File: src/rtl/ram_arbiter.sv
// Arbitrates a single dual-port RAM between a priority CPU and an opportunistic host.
// The host uses whichever RAM port the CPU leaves idle, and gets a forced slot after starving.
module ram_arbiter #(
    parameter int unsigned AWIDTH       = 8,
    parameter int unsigned DWIDTH       = 16,
    parameter int unsigned STARVE_LIMIT = 8
) (
    input  logic              clk,
    input  logic              rst,
    input  logic              cpu_rd,
    input  logic              cpu_wr,
    input  logic [AWIDTH-1:0] cpu_raddr,
    input  logic [AWIDTH-1:0] cpu_waddr,
    input  logic [DWIDTH-1:0] cpu_wdata,
    output logic [DWIDTH-1:0] cpu_rdata,
    output logic              cpu_stall,
    input  logic              host_req,
    input  logic              host_we,
    input  logic [AWIDTH-1:0] host_addr,
    input  logic [DWIDTH-1:0] host_wdata,
    output logic              host_gnt,
    output logic              host_rvalid,
    output logic [DWIDTH-1:0] host_rdata,
    output logic              ram_rd,
    output logic              ram_wr,
    output logic [AWIDTH-1:0] ram_raddr,
    output logic [AWIDTH-1:0] ram_waddr,
    output logic [DWIDTH-1:0] ram_wdata,
    input  logic [DWIDTH-1:0] ram_rdata
);

    typedef enum logic [1:0] {StIdle, StForce, StRdResp} state_e;

    localparam logic [7:0] CntLast = 8'(STARVE_LIMIT - 1);

    state_e     state_q, state_d;
    logic [7:0] cnt_q, cnt_d;
    logic       stall_q, stall_d;
    logic       rvalid_q, rvalid_d;
    logic       slot_free;
    logic       host_rd_go;
    logic       host_wr_go;

    always_comb begin
        slot_free  = (state_q == StIdle) && (host_we ? !cpu_wr : !cpu_rd);
        host_gnt   = (state_q == StForce) || (host_req && slot_free);
        host_rd_go = host_gnt && !host_we;
        host_wr_go = host_gnt && host_we;

        // The host overrides only the port it uses; the other CPU port passes through.
        ram_rd    = cpu_rd || host_rd_go;
        ram_raddr = host_rd_go ? host_addr : cpu_raddr;
        ram_wr    = cpu_wr || host_wr_go;
        ram_waddr = host_wr_go ? host_addr : cpu_waddr;
        ram_wdata = host_wr_go ? host_wdata : cpu_wdata;

        cpu_rdata   = ram_rdata;
        host_rdata  = ram_rdata;
        cpu_stall   = stall_q;
        host_rvalid = rvalid_q && !rst;
    end

    always_comb begin
        state_d = state_q;
        cnt_d   = cnt_q;
        unique case (state_q)
            StIdle: begin
                if (host_gnt) begin
                    cnt_d   = 8'd0;
                    state_d = host_we ? StIdle : StRdResp;
                end else if (!host_req) begin
                    cnt_d = 8'd0;
                end else begin
                    if (cnt_q < CntLast) cnt_d = cnt_q + 8'd1;
                    if (cnt_d == CntLast) state_d = StForce;
                end
            end
            StForce: begin
                cnt_d   = 8'd0;
                state_d = host_we ? StIdle : StRdResp;
            end
            StRdResp: state_d = StIdle;
            default:  state_d = StIdle;
        endcase
        if (rst) begin
            state_d = StIdle;
            cnt_d   = 8'd0;
        end
        stall_d  = (state_d == StForce);
        rvalid_d = (state_d == StRdResp);
    end

    always_ff @(posedge clk) begin
        state_q  <= state_d;
        cnt_q    <= cnt_d;
        stall_q  <= stall_d;
        rvalid_q <= rvalid_d;
    end

endmodule

File: config.mk
export PLATFORM = sky130hd
export DESIGN_NAME = ram_arbiter
export DESIGN_NICKNAME = d
export VERILOG_FILES = /design/src/rtl/ram_arbiter.sv
export SDC_FILE = /design/constraint.sdc
export NUM_CORES = 1
export LEC_CHECK = 0
export CORE_AREA = 2 2 57 59
export CTS_BUF_LIST = sky130_fd_sc_hd__clkbuf_8
export CTS_CLUSTER_SIZE = 10
export DETAILED_ROUTE_END_ITERATION = 10
export DIE_AREA = 0 0 59 61
export DONT_BUFFER_PORTS = 1
export PLACE_DENSITY = 0.57
export SLEW_MARGIN = 20
export SYNTH_ARGS = -nofsm -noshare
export SYNTH_HDL_FRONTEND = slang
export SYNTH_SLANG_ARGS = --single-unit
File: constraint.sdc
create_clock -name clk -period 2.1 [get_ports clk]
set_clock_uncertainty 0.1 [all_clocks]
set_input_delay 0.42 -clock clk [delete_from_list [all_inputs] [get_ports clk]]
set_output_delay 0.42 -clock clk [all_outputs]
set_load 0.005 [all_outputs]
Yosys cells after proc, flatten, opt, wreduce, memory -nomap -nowiden
Index checks and enable logic that the tools add are counted.

Logic and storage cells: 41. Input bits: 78. Bits in registers: 12. Output and inout bits: 69.

Muxes and demuxes: 17. Add/subtract/negate cells: 1. Reductions and logical operators: 14. Eq/ne operators: 4. $lt $le $gt $ge: 1.

Operator list (count): $mux W8 (8); $mux W16 (1); $pmux W8 S2 (1); $mux W2 (5); $add A8 B1 Y8 const B (1); $eq A8 B3 Y1 const B (1); $lt A8 B3 Y1 const B (1); $logic_and A1 B1 Y1 (5); $eq A2 B1 Y1 const B (2); $logic_not A1 Y1 (4); $pmux W2 S2 (1); $logic_or A1 B1 Y1 (3); $eq A2 B2 Y1 const B (1); $logic_not A2 Y1 (1); $reduce_bool A2 Y1 (1); $mux W1 (1).

Depth between registers and ports, before layout
Depth after elaboration: 14. Gate-level depth with buffers: 5. Mapped depth without buffers: 5.

Worst setup path before layout
OpenSTA, ideal clock, no wires.

Path kind: input-to-output. From: in cpu_wr. To: out ram_waddr[3]. Buffers on the path: 1. Slack: 177 ps. Arrival time: 1403 ps. Data required time: 1580 ps. Stages: 5. Cells stage by stage: inv_1 -> a21o_1 -> nand3_1 -> buf_2 -> mux2_2.

Word-level cells in the longest chain between the ends: 7.

RTL lines: start: declaration (RTL line 11) `input logic cpu_wr,`; $logic_not A1 Y1 (RTL line 45) `slot_free = (state_q == StIdle) && (host_we ? !cpu_wr : !cpu_rd);`; $mux W1 (RTL line 45); $logic_and A1 B1 Y1 (RTL line 45); $logic_and A1 B1 Y1 (RTL line 46) `host_gnt = (state_q == StForce) || (host_req && slot_free);`; $logic_or A1 B1 Y1 (RTL line 46); $logic_and A1 B1 Y1 (RTL line 48) `host_wr_go = host_gnt && host_we;`; $mux W8 (RTL line 54) `ram_waddr = host_wr_go ? host_addr : cpu_waddr;`; end: declaration (RTL line 27) `output logic [AWIDTH-1:0] ram_waddr,`.

No other way between the ends.

Final worst setup path
From: reg state_q[0]. To: out ram_wdata[12].

Word-level cells in the longest chain between the ends: 6. Elaborated cells between the ends (all ways): 7. Classes of those cells: 1 x eq/ne; 1 x mux; 5 x reduce/logical.

RTL lines: start: declaration (RTL line 36) `state_e state_q, state_d;`; start signal: assignment (RTL line 94) `state_q <= state_d;`; $logic_not A2 Y1 (RTL line 45); $logic_and A1 B1 Y1 (RTL line 45); $logic_and A1 B1 Y1 (RTL line 46); $logic_or A1 B1 Y1 (*) (RTL line 46); $logic_and A1 B1 Y1 (*) (RTL line 48); $mux W16 (*) (RTL line 55) `ram_wdata = host_wr_go ? host_wdata : cpu_wdata;`; end: declaration (RTL line 28) `output logic [DWIDTH-1:0] ram_wdata,`.

Every way passes the cells marked *; elsewhere a longest branch is shown, timed or not.

==> results.md <==
- Status: complete, no violations
- Initial Util: 38.7%
- Post-Syn Area: 0.00114 mm²
- Final setup vio count: 0
- CTS tree: yes
- Pwr dens: 578 mW/mm²
- Vias in the first global route: 721
- Util after Layout: 34.1%
- Final Wtd Congestion: 0.812
- Yosys warning total: 0
- Initial DRC Count: 33
- Met1 Use GR: 15.8%
- Grt total ovfl: 0
- WL final: 2.97 mm
- Crit. End Element: output pin
- Die ar.: 0.00360 mm²
- Layout cell share with drive strength beyond 1: 41.2%
- CP required: 1580 ps
- First-pass GRT wire length: 3.74 mm
- Register bit total from synthesis: 12
- Class of the worst hold path: in2reg
- Synthesized net count: 205
- Syn_area_per_cell: 9.08 µm²
- Most frequent cells in the layout: mux2_2, dfxtp_1, a21oi_1, nor2_1, and2_1
- EDFF count, synth: 0
- M2 GR Usage: 24.8%
- Detail Route Antenna Nets: 0
- Wire per inst: 22.9 µm
- Slew headroom: 72.7%
- CP startpoint kind: flop
- Detailed placement HPWL: 2.51 mm
- Async SR Flop Fraction: 0%
- Pin count of the biggest net entering global routing: 16
- Count of clock tree sinks: 12
- Clk_lat worst skew: 240 ps
- Rows: 20
- Ant. Diodes: 0
- Setup tns final: 0 ps
- Clk slew on worst S/H paths: 50 ps
- Cell count after synthesis: 126
- Critical path type: reg2out
- Max clock buf depth: 2
- FF-to-FF setup slack: 420 ps
- Post-CTS setup buffers: 0
- Die width: 59 µm
- Ranking of synthesized cells by area: mux2_2, dfxtp_1, buf_4
- I/O Pins: 147
- Tcrit/Tclk final: 93.4%
- GR peak layer: met2
- DRT Pass-1 Iters: 4
- Slew @ Worst Pin: 410 ps
- Area delta synth->final: -12.0%
- I/O Buffers: 0
- Max FO, Critical Path: 15
- Post-synthesis sequential area ratio: 21.0%
- Fin Hold WS: 147 ps
- Root Buffer: clkbuf_8
- H-tree level count: 1
- Cts hold-fix bufs: 0
- Worst VDD drop: 0.178 mV
- Max Cap Viol: 0
- Number of buffers created by CTS: 3
- Final Hold Fails: 0
- Vias per Instance: 6.06
- Leakage: 0.384 nW
- Worst Path Arrival: 1440 ps
- Cell taking the most area after synthesis: mux2_2
- Die Height: 61 µm
- M3 GR Usage: 5.54%
- Netlist cell types: 26
- FMAX: 510 MHz
- Min cycle time layout: 1960 ps
- Layout net count: 177
- DR DRC count: 0
- Dpl cell area: 946 µm²
- Core area: 0.00295 mm²
- Share of Yosys cell area claimed by the top area cell type: 31.5%
- RSZ-0062 raised after global routing: no
- Synth Flop Type: dfxtp_1
- GRT Total Usage: 14.7%
- Worst setup margin: 139 ps
- Pre-CTS worst setup slack: 178 ps
- Vias: 788
- Design area: 0.00101 mm²
- Max-slew violations: 0
- Initial antenna violation count: 0
- Commonest non-fill, non-tap cell in the layout: mux2_2
## metal layers
layer  share of wire, %  vias up  wire length [µm]
met5                  0        -                 0
met4                2.5        0                75
met3                9.8       16               290
met2                 54       74              1610
met1                 33      345               990
li1                   -      353                 -
## cells in the mapped netlist, drive strengths merged (2+ instances only)
library cell  number
nor2               6
and2               5
mux2i              2
a31oi              3
nand4              2
inv                3
mux2              32
nand2              2
buf               34
nor2b              3
nand3              4
a21oi              6
dfxtp             12
## state kept, by name, summed over array words and instances, names as in the netlist
signal	flops
state_q	2
rvalid_q	1
cnt_q	8
cpu_stall	1
## path summary, 6_finish.rpt
path | from | endpoint | cells after the start
max | state_q[0]$_DFF_P_ | ram_wdata[12] | 4
min | rst | state_q[1]$_DFF_P_ | 1
min reg2reg | cnt_q[4]$_SDFFE_PP0N_ | cnt_q[4]$_SDFFE_PP0N_ | 1
max reg2reg | cnt_q[6]$_SDFFE_PP0N_ | state_q[0]$_DFF_P_ | 4
## cells by family after synthesis
logic type	after synthesis	share of synthesized area [%]
simple gates	28	14.3
xor+xnor	1	0.766
buf+inv	38	23.2
mux	34	33.3
fa+ha+maj	1	1.09
compound gates	12	6.35
flops	12	21.0
## what timing repair did
action,CTS,global route
setup endpoints to repair,0,8
hold endpoints to repair,0,0
gates resized for setup,0,1
## report_power, final
| part | internal (mW) | switching, mW | total, mW | leakage, nW |
|---|---|---|---|---|
| combinational | 0.0533 | 0.0480 | 0.101 | 0.259 |
| clock | 0.165 | 0.0799 | 0.245 | 0.0288 |
| sequential | 0.231 | 0.00390 | 0.235 | 0.0969 |
## area by class of cell
class                      instances  area (µm²)
timing repair buffer               2        15.0
fill                             308        1950
clock buffer                       4        55.1
tap                               33        41.3
inverter                           3        11.3
sequential                        12         240
multi-input combinational         76         643
## worst max-delay path, cell delays in order (launching register included)
cell and delay (ps):
dfxtp_1 330, a21o_1 160, nand3_1 100, buf_4 230
mux2_2 380
## metrics by stage
stage          power, mW  instances
6_report           0.581        130
5_1_grt            0.614        130
4_1_cts            0.592        130
3_5_place_dp       0.340        126
3_3_place_gp       0.339        126
2_1_floorplan      0.371        126
Note: power is estimated with default switching activity, not from simulation.
